File: src/rtl/control_unit.sv
// -----------------------------------------------------------------------------
// control_unit
//
// Hardwired Moore control sequencer for the Phase 1/2 datapath. Steps through
// the three fetch steps (T0-T2) and the per-instruction execute steps (T3-T7),
// decoding every datapath strobe combinationally from the current step and the
// live opcode in IR[31:27].
//
// Ports
//   clk       in   system clock, rising-edge active
//   clr       in   asynchronous active-high reset (forces RESET immediately)
//   IR        in   instruction register (opcode IR[31:27]; fields decoded by
//                  the datapath select-and-encode logic, not here)
//   Stop      in   halt request, honoured only on an instruction's final edge
//   Run       out  high in T0-T7, low in RESET and HALT
//   Illegal   out  sticky flag, set when an undefined opcode reaches T3
//   PCout, Zlowout, Zhighout, MDRout, HIout, LOout, Cout, BAout, Rout
//             out  bus drive strobes
//   PCin, MARin, MDRin, IRin, Yin, Zin, HIin, LOin, Rin
//             out  register load strobes
//   Gra, Grb, Grc
//             out  register-field selects for Rin/Rout/BAout
//   Read, Write
//             out  memory strobes
//   OpCode    out  ALU function select
//   State     out  current step encoding (debug only)
// -----------------------------------------------------------------------------
module control_unit (
    input  logic        clk,
    input  logic        clr,
    input  logic [31:0] IR,
    input  logic        Stop,
    output logic        Run,
    output logic        Illegal,
    output logic        PCout,
    output logic        Zlowout,
    output logic        Zhighout,
    output logic        MDRout,
    output logic        HIout,
    output logic        LOout,
    output logic        Cout,
    output logic        BAout,
    output logic        Rout,
    output logic        PCin,
    output logic        MARin,
    output logic        MDRin,
    output logic        IRin,
    output logic        Yin,
    output logic        Zin,
    output logic        HIin,
    output logic        LOin,
    output logic        Rin,
    output logic        Gra,
    output logic        Grb,
    output logic        Grc,
    output logic        Read,
    output logic        Write,
    output logic [4:0]  OpCode,
    output logic [4:0]  State
);

    localparam logic [4:0] INC_CODE = 5'd12;
    localparam logic [4:0] ADD_CODE = 5'd3;

    typedef enum logic [4:0] {
        S_RESET = 5'd0,
        S_T0    = 5'd1,
        S_T1    = 5'd2,
        S_T2    = 5'd3,
        S_T3    = 5'd4,
        S_T4    = 5'd5,
        S_T5    = 5'd6,
        S_T6    = 5'd7,
        S_T7    = 5'd8,
        S_HALT  = 5'd9
    } state_t;

    state_t     state;
    state_t     state_next;
    state_t     last_state;
    state_t     end_next;
    logic       illegal_set;
    logic [4:0] op;

    logic is_rtype, is_imm, is_ldi, is_ld, is_st, is_muldiv;
    logic is_mfhi, is_mflo, is_nop, is_halt, is_legal;

    // Register fields are routed by the datapath's select-and-encode logic.
    logic unused_ir_fields;
    assign unused_ir_fields = ^IR[26:0];

    // Immediate opcodes borrow the matching register-form ALU function, so
    // opcode 12 (addi) never reaches the ALU where it would mean increment.
    function automatic logic [4:0] imm_alu_code(input logic [4:0] code);
        case (code)
            5'd12:   imm_alu_code = ADD_CODE;
            5'd13:   imm_alu_code = 5'd5;
            5'd14:   imm_alu_code = 5'd6;
            default: imm_alu_code = ADD_CODE;
        endcase
    endfunction

    assign op = IR[31:27];

    always_comb begin
        is_rtype  = (op >= 5'd3) && (op <= 5'd8);
        is_imm    = (op >= 5'd12) && (op <= 5'd14);
        is_ldi    = (op == 5'd1);
        is_ld     = (op == 5'd0);
        is_st     = (op == 5'd2);
        is_muldiv = (op == 5'd15) || (op == 5'd16);
        is_mfhi   = (op == 5'd24);
        is_mflo   = (op == 5'd25);
        is_nop    = (op == 5'd26);
        is_halt   = (op == 5'd27);
        is_legal  = is_rtype | is_imm | is_ldi | is_ld | is_st | is_muldiv |
                    is_mfhi | is_mflo | is_nop | is_halt;
    end

    // Final execute step of the current instruction class.
    always_comb begin
        last_state = S_T3;
        if (is_rtype || is_imm || is_ldi) last_state = S_T5;
        else if (is_muldiv)               last_state = S_T6;
        else if (is_ld || is_st)          last_state = S_T7;
    end

    assign end_next = Stop ? S_HALT : S_T0;

    always_ff @(posedge clk or posedge clr) begin
        if (clr) begin
            state   <= S_RESET;
            Illegal <= 1'b0;
        end else begin
            state <= state_next;
            if (illegal_set) Illegal <= 1'b1;
        end
    end

    always_comb begin
        state_next  = state;
        illegal_set = 1'b0;
        case (state)
            S_RESET: state_next = S_T0;
            S_T0:    state_next = S_T1;
            S_T1:    state_next = S_T2;
            S_T2:    state_next = S_T3;
            S_T3: begin
                if (!is_legal) begin
                    illegal_set = 1'b1;
                    state_next  = S_HALT;
                end else if (is_halt) begin
                    state_next = S_HALT;
                end else if (last_state == S_T3) begin
                    state_next = end_next;
                end else begin
                    state_next = S_T4;
                end
            end
            // Using >= keeps the sequencer from running past T7 even if IR
            // were disturbed mid-instruction.
            S_T4:    state_next = (state >= last_state) ? end_next : S_T5;
            S_T5:    state_next = (state >= last_state) ? end_next : S_T6;
            S_T6:    state_next = (state >= last_state) ? end_next : S_T7;
            S_T7:    state_next = end_next;
            S_HALT:  state_next = S_HALT;
            default: state_next = S_RESET;
        endcase
    end

    always_comb begin
        PCout    = 1'b0;
        Zlowout  = 1'b0;
        Zhighout = 1'b0;
        MDRout   = 1'b0;
        HIout    = 1'b0;
        LOout    = 1'b0;
        Cout     = 1'b0;
        BAout    = 1'b0;
        Rout     = 1'b0;
        PCin     = 1'b0;
        MARin    = 1'b0;
        MDRin    = 1'b0;
        IRin     = 1'b0;
        Yin      = 1'b0;
        Zin      = 1'b0;
        HIin     = 1'b0;
        LOin     = 1'b0;
        Rin      = 1'b0;
        Gra      = 1'b0;
        Grb      = 1'b0;
        Grc      = 1'b0;
        Read     = 1'b0;
        Write    = 1'b0;
        OpCode   = 5'd0;
        Run      = (state != S_RESET) && (state != S_HALT);
        State    = state;

        case (state)
            S_T0: begin
                PCout  = 1'b1;
                MARin  = 1'b1;
                Zin    = 1'b1;
                OpCode = INC_CODE;
            end
            S_T1: begin
                Zlowout = 1'b1;
                PCin    = 1'b1;
                Read    = 1'b1;
                MDRin   = 1'b1;
            end
            S_T2: begin
                MDRout = 1'b1;
                IRin   = 1'b1;
            end
            S_T3: begin
                if (is_rtype || is_imm) begin
                    Grb  = 1'b1;
                    Rout = 1'b1;
                    Yin  = 1'b1;
                end else if (is_ldi || is_ld || is_st) begin
                    Grb   = 1'b1;
                    BAout = 1'b1;
                    Yin   = 1'b1;
                end else if (is_muldiv) begin
                    Gra  = 1'b1;
                    Rout = 1'b1;
                    Yin  = 1'b1;
                end else if (is_mfhi) begin
                    HIout = 1'b1;
                    Gra   = 1'b1;
                    Rin   = 1'b1;
                end else if (is_mflo) begin
                    LOout = 1'b1;
                    Gra   = 1'b1;
                    Rin   = 1'b1;
                end
            end
            S_T4: begin
                if (is_rtype) begin
                    Grc    = 1'b1;
                    Rout   = 1'b1;
                    Zin    = 1'b1;
                    OpCode = op;
                end else if (is_imm) begin
                    Cout   = 1'b1;
                    Zin    = 1'b1;
                    OpCode = imm_alu_code(op);
                end else if (is_ldi || is_ld || is_st) begin
                    Cout   = 1'b1;
                    Zin    = 1'b1;
                    OpCode = ADD_CODE;
                end else if (is_muldiv) begin
                    Grb    = 1'b1;
                    Rout   = 1'b1;
                    Zin    = 1'b1;
                    OpCode = op;
                end
            end
            S_T5: begin
                if (is_rtype || is_imm || is_ldi) begin
                    Zlowout = 1'b1;
                    Gra     = 1'b1;
                    Rin     = 1'b1;
                end else if (is_ld || is_st) begin
                    Zlowout = 1'b1;
                    MARin   = 1'b1;
                end else if (is_muldiv) begin
                    Zlowout = 1'b1;
                    LOin    = 1'b1;
                end
            end
            S_T6: begin
                if (is_ld) begin
                    Read  = 1'b1;
                    MDRin = 1'b1;
                end else if (is_st) begin
                    // Store data comes from the register file, not memory.
                    Gra   = 1'b1;
                    Rout  = 1'b1;
                    MDRin = 1'b1;
                end else if (is_muldiv) begin
                    Zhighout = 1'b1;
                    HIin     = 1'b1;
                end
            end
            S_T7: begin
                if (is_ld) begin
                    MDRout = 1'b1;
                    Gra    = 1'b1;
                    Rin    = 1'b1;
                end else if (is_st) begin
                    Write = 1'b1;
                end
            end
            default: ;
        endcase
    end

endmodule

File: config.mk
export PLATFORM = sky130hd
export DESIGN_NAME = control_unit
export DESIGN_NICKNAME = d
export VERILOG_FILES = /design/src/rtl/control_unit.sv
export SDC_FILE = /design/constraint.sdc
export NUM_CORES = 1
export LEC_CHECK = 0
export CORE_ASPECT_RATIO = 0.9
export CORE_MARGIN = 4
export CORE_UTILIZATION = 30
export DETAILED_ROUTE_END_ITERATION = 8
export MAX_ROUTING_LAYER = met4
export PLACE_DENSITY = 0.7
export SLEW_MARGIN = 20
export SYNTH_ARGS = -nofsm -noshare
export SYNTH_HDL_FRONTEND = slang
export SYNTH_SLANG_ARGS = --single-unit
File: constraint.sdc
create_clock -name clk -period 2.3 [get_ports clk]
set_input_delay 0.23 -clock clk [delete_from_list [all_inputs] [get_ports clk]]
set_output_delay 0.23 -clock clk [all_outputs]
set_load 0.005 [all_outputs]
# --- Word-level counts from Yosys, hierarchy flattened ---
# Cells that the tools add are included.
totals:
  reg_bits: 6
  input_bits: 35
  out_inout_bits: 35
op_classes:
  order_cmp: 5
  eq_ne: 21
  n_mux: 86
  n_bitwise: 9
  n_reduce_logical: 12
ops:
  columns: ["cell", "count"]
  rows:
  - ["1-bit 2-to-1 mux", 59]
  - ["4-bit 2-to-1 mux", 10]
  - ["4-bit case mux with 10 select lines", 1]
  - ["5-bit by 3-bit equality test with 1-bit output, second input constant", 5]
  - ["5-bit by 4-bit equality test with 1-bit output, second input constant", 5]
  - ["5-bit equality test, second input constant", 5]
  - ["5-bit 2-to-1 mux", 4]
  - ["5-bit by 2-bit equality test with 1-bit output, second input constant", 3]
  - ["1-bit case mux with 2 select lines", 7]
  - ["5-bit by 1-bit equality test with 1-bit output, second input constant", 2]
  - ["5-bit by 4-bit less-or-equal comparator with 1-bit output, second input constant", 2]
  - ["5-bit zero test", 2]
  - ["5-bit case mux with 2 select lines", 1]
  - ["1-bit OR", 9]
  - ["1-bit logical OR", 6]
  - ["1-bit case mux with 3 select lines", 2]
  - ["3-bit case mux with 2 select lines", 1]
  - ["5-bit by 2-bit >= comparator with 1-bit output, second input constant", 1]
  - ["5-bit by 4-bit >= comparator with 1-bit output, second input constant", 1]
  - ["5-bit >= comparator", 1]
  - ["5-bit by 4-bit inequality test with 1-bit output, second input constant", 1]
  - ["5-bit nonzero test", 1]
  - ["1-bit case mux with 4 select lines", 1]
  - ["1-bit logical AND", 3]

# --- Depth between registers and ports, before layout ---
depth:
  ltp_word: 13
  mapped_depth: 10

# --- Worst setup path after synthesis ---
# OpenSTA, ideal clock, no wires.
synth_path:
  path_type: "input to register"
  start: "in IR[31]"
  end: "reg state[3] (netlist: State[3])"
  setup_time_ps: 142
  arrival_ps: 2071
  required_ps: 2158
  slack_ps: 87
  path_stages: 10
  n_path_buf: 2
  cell_sequence: "buf_6 -> clkbuf_1 -> nand3_1 -> and2_1 -> inv_1 -> ha_1 -> nand2b_1 -> a2111o_1 -> a31oi_1 -> o221ai_1"
synth_via:
  elab_chain_cells: 13
  word_cells_on_any_way: 40
  cone_classes: "5 x order compare; 9 x eq/ne; 10 x mux; 9 x bitwise; 7 x reduce/logical"
synth_rtl:
  columns: ["element", "line", "text"]
  rows:
  - ["from (decl)", "31", "input logic [31:0] IR,"]
  - ["5-bit by 2-bit >= comparator with 1-bit output, or another cell as far along", "106", "is_rtype = (op >= 5'd3) && (op <= 5'd8);"]
  - ["1-bit logical AND, on equally long branches", "106, 107", null]
  - ["1-bit OR (6 in a row)", "116", "is_legal = is_rtype | is_imm | is_ldi | is_ld | is_st | is_muldiv |"]
  - ["1-bit OR (3 in a row)", "117", "is_mfhi | is_mflo | is_nop | is_halt;"]
  - ["4-bit 2-to-1 mux", "149", "if (!is_legal) begin"]
  - ["4-bit case mux with 10 select lines (*)", "143", "case (state)"]
  - ["via state_next[3]", "79", "state_t state_next;"]
  - ["to (signal assigned)", "135", "state <= state_next;"]
  - ["to (decl)", "78", "state_t state;"]
# Mark *: on every way through the listed nets, which the timed path passes. The rest lies on a longest branch.
# A chain may end at the register's enable or synchronous reset.

# --- Worst setup path in the final report ---
layout_path:
  start: "in IR[30]"
  end: "out MDRin"
layout_via:
  elab_chain_cells: 4
  word_cells_on_any_way: 5
  cone_classes: "1 x eq/ne; 3 x mux; 1 x reduce/logical"
layout_rtl:
  columns: ["element", "line", "text"]
  rows:
  - ["5-bit by 2-bit equality test with 1-bit output", "110", "is_st = (op == 5'd2);"]
  - ["1-bit 2-to-1 mux", "277", "end else if (is_st) begin"]
  - ["1-bit 2-to-1 mux (*)", "274", "if (is_ld) begin"]
  - ["1-bit case mux with 2 select lines (*)", "199", "case (state)"]
  - ["to (decl)", "46", "output logic MDRin,"]
# Mark *: on every way between the ends. The rest lies on a longest branch, timed or not.

==> results.sh <==
export IMPL_drive_above_1_share=0.2748
export IMPL_synth_fp_nets=190
export IMPL_yosys_area_top_type="dfrtp_1"
export IMPL_drt_vias_per_instance=5.261
export IMPL_synthFlopType="dfrtp_1"
export IMPL_status="completed"
export IMPL_cp_cell_sequence="clkdlybuf4s15_1 > buf_4 > or4_4 > or2_4 > nand2_1 > clkdlybuf4s50_1"
export IMPL_setup_violations=0
export IMPL_grt_setup_unrepaired="yes"
export IMPL_placed_area_mm2=0.001703
export IMPL_synthDistinctLibCells=56
export IMPL_rows=19
export IMPL_async_reset_ff_frac=1.000
export IMPL_fin_total_pwr_w=0.001347
export IMPL_wl_mm=3.752
export IMPL_drc_errors=0
export IMPL_ff2ff_setup_slack_ns=0.33
export IMPL_drtIter0Drc=87
export IMPL_synth_seq_cells=5
export IMPL_grt_pass1_vias=1277
export IMPL_design_area_mm2=0.001792
export IMPL_reg2reg_from="State[0]"
export IMPL_numCtsBuffers=3
export IMPL_clk_pin_slew_worst_paths_ns=0.03
export IMPL_detail_route_wl_per_cell_um=14.21
export IMPL_cts_sinks=5
export IMPL_design_core_area_mm2=0.003162
export IMPL_areaGrowthSynthToFinish_pct=74.63
export IMPL_cts_hold_buffers=0
export IMPL_setup_ws_ns=0.05214
export IMPL_grt_max_degree=17
export IMPL_layout_worst_path_cycle_share=0.9773
export IMPL_track_usage=0.1707
export IMPL_worst_path_buf_inv=3
export IMPL_endpoint_kind="primary output"
export IMPL_nets=262
export IMPL_power_density_mw_per_mm2=751.7
export IMPL_cap_violations=0
export IMPL_synth_edf_count=0
export IMPL_drt_pre_antenna_iters=5
export IMPL_report_final_slew_viol_count=0
export IMPL_clock_path_buffers=2
export IMPL_path_class="input port to primary output"
export IMPL_num_vias=1389
export IMPL_cp_arrival_ns=2.02
export IMPL_p_leak_nw=0.8097
export IMPL_yosysWarnings=0
export IMPL_hold_path_class="input port to asynchronous set/reset pin"
export IMPL_dpl_worst_slack_ns=-0.3942
export IMPL_finClkSkew_ns=0.0005191
export IMPL_die_x_um=69.65
export IMPL_htree_levels=1
export IMPL_cts_root_buf="clkbuf_8"
export IMPL_cp_slowest_stage_delay_ns=0.52
export IMPL_hold_viol_final=0
export IMPL_slowest_stage="or4_4"
export IMPL_clk_latency_ns=0.22
export IMPL_ios=70
export IMPL_synth_top_area_share=0.1220
export IMPL_crit_required_ns=2.07
export IMPL_netlist_instances=151
export IMPL_vdd_ir_drop_max_v=0.0005949
export IMPL_cp_start_kind="input port"
export IMPL_path_max_fanout=5
export IMPL_startpoint="IR[30]"
export IMPL_fmax_ghz=0.4449
export IMPL_dieArea_mm2=0.004421
export IMPL_initial_core_util=0.3245
export IMPL_cts_tree="done"
export IMPL_synth_area_leaders="dfrtp_1, nor2_1, ha_1"
export IMPL_crit_cells=6
export IMPL_dp_hpwl_mm=3.056
export IMPL_synthesis_area_mm2=0.001026
export IMPL_antenna_found_initial=0
export IMPL_cp_top_family="buffers and inverters"
export IMPL_io_buffers=41
export IMPL_rr_endpoint="State[1]"
export IMPL_grt_ovfl_total=0
export IMPL_yosysSeqAreaShare=0.1220
export IMPL_grt_pass1_wl_mm=6.161
export IMPL_rr_worst_depth=5
export IMPL_gp_congestion=0.8840
export IMPL_whs_ns=0.2109
export IMPL_ant_nets=0
export IMPL_crit_end="MDRin"
export IMPL_syn_avg_cell_area_um2=6.795
export IMPL_die_h_um=63.48
export IMPL_diodes=0
export IMPL_period_needed_ns=2.248
final cells by class:
type | instances | area, um2
fillers | 282 | 1370
multi-input cells | 122 | 818.3
repair buffers | 82 | 715.7
flip-flops and latches | 5 | 126.4
well taps | 42 | 52.55
clock buffers | 4 | 45.04
inverters | 9 | 33.78
state kept, by name, summed over array words and instances, names as in the netlist:
name	cells
Illegal	1
State	4
report_power, final:
group	leakage, nW	total, W	switching, W	internal [W]
clock network	0.0228	0.000158	0.0000390	0.000119
logic	0.728	0.00101	0.000453	0.000556
registers	0.0590	0.000181	0.0000502	0.000130
total	0.810	0.00135	0.000542	0.000804
cells in the mapped netlist, drive strengths merged (2+ instances only):
cell and count:
o31ai 2, nand3 4, buf 12, or2 2, and3 3, clkbuf 3
a21o 2, nand2 11, a211oi 2, nor3 2, a21oi 5, inv 9
o21ai 8, o211ai 2, o221ai 2, and2 2, o21bai 3, nand3b 4
nand4 3, nor4 2, nand2b 7, ha 4, dfrtp 5, o21a 2
nor2 18, nor2b 6, a31oi 3
per-layer routing:
metal	wire, um	part of all wire	global-route usage
met5	0	0	-
met2	1765	0.47	0.2583
met3	284	0.076	0.04769
met1	1688	0.45	0.2276
met4	14	0.0037	0.03589
metrics by stage:
step / instances / TNS (ns) / util
final: 264 / 0 / 0.5667
after global routing: 264 / -0.1686 / 0.5667
after CTS: 263 / 0 / 0.5611
after detailed placement: 259 / -4.742 / 0.5386
after global placement: 259 / -3.793 / 0.5386
after floorplan: 151 / 0 / -
how the worst min path moves through the flow:
stage,slack (ns),start,end
final,0.21,clr,State[2]
after global routing,0.23,clr,State[2]
after CTS,0.22,clr,State[3]
after detailed placement,0.45,clr,Illegal
after global placement,0.44,clr,Illegal
after floorplan,0.009,clr,Illegal
logic make-up (layout without fill, tap and decap cells):
family | Yosys count | in the layout | synth area share
buffers and inverters | 24 | 95 | 0.1171
AOI/OAI and AO/OA | 44 | 44 | 0.3085
DFF | 5 | 5 | 0.1220
adders and majority gates | 5 | 5 | 0.05854
muxes | 1 | 1 | 0.009756
and+or+nand+nor | 69 | 69 | 0.3634
other | 1 | 1 | 0.003655
xor gates and xnor gates | 2 | 2 | 0.01708
repair_timing:
action,CTS,global route
gates resized for setup,16,13
endpoints found under the setup margin,24,14
pin swaps,1,2
buffers inserted,0,1
cells in the final DEF (no fill, tap or decap), drive strengths merged, types with 4 or more instances in the layout:
master         instances
o21ai                  8
inv                    9
dlygate4sd2            4
nand3b                 4
ha                     4
clkdlybuf4s50         32
nand3                  4
nand2                 11
nor2b                  6
nor2                  18
clkbuf                 6
nand2b                 7
a21oi                  5
dfrtp                  5
buf                   41
Note: power is estimated with default switching activity, not from simulation.
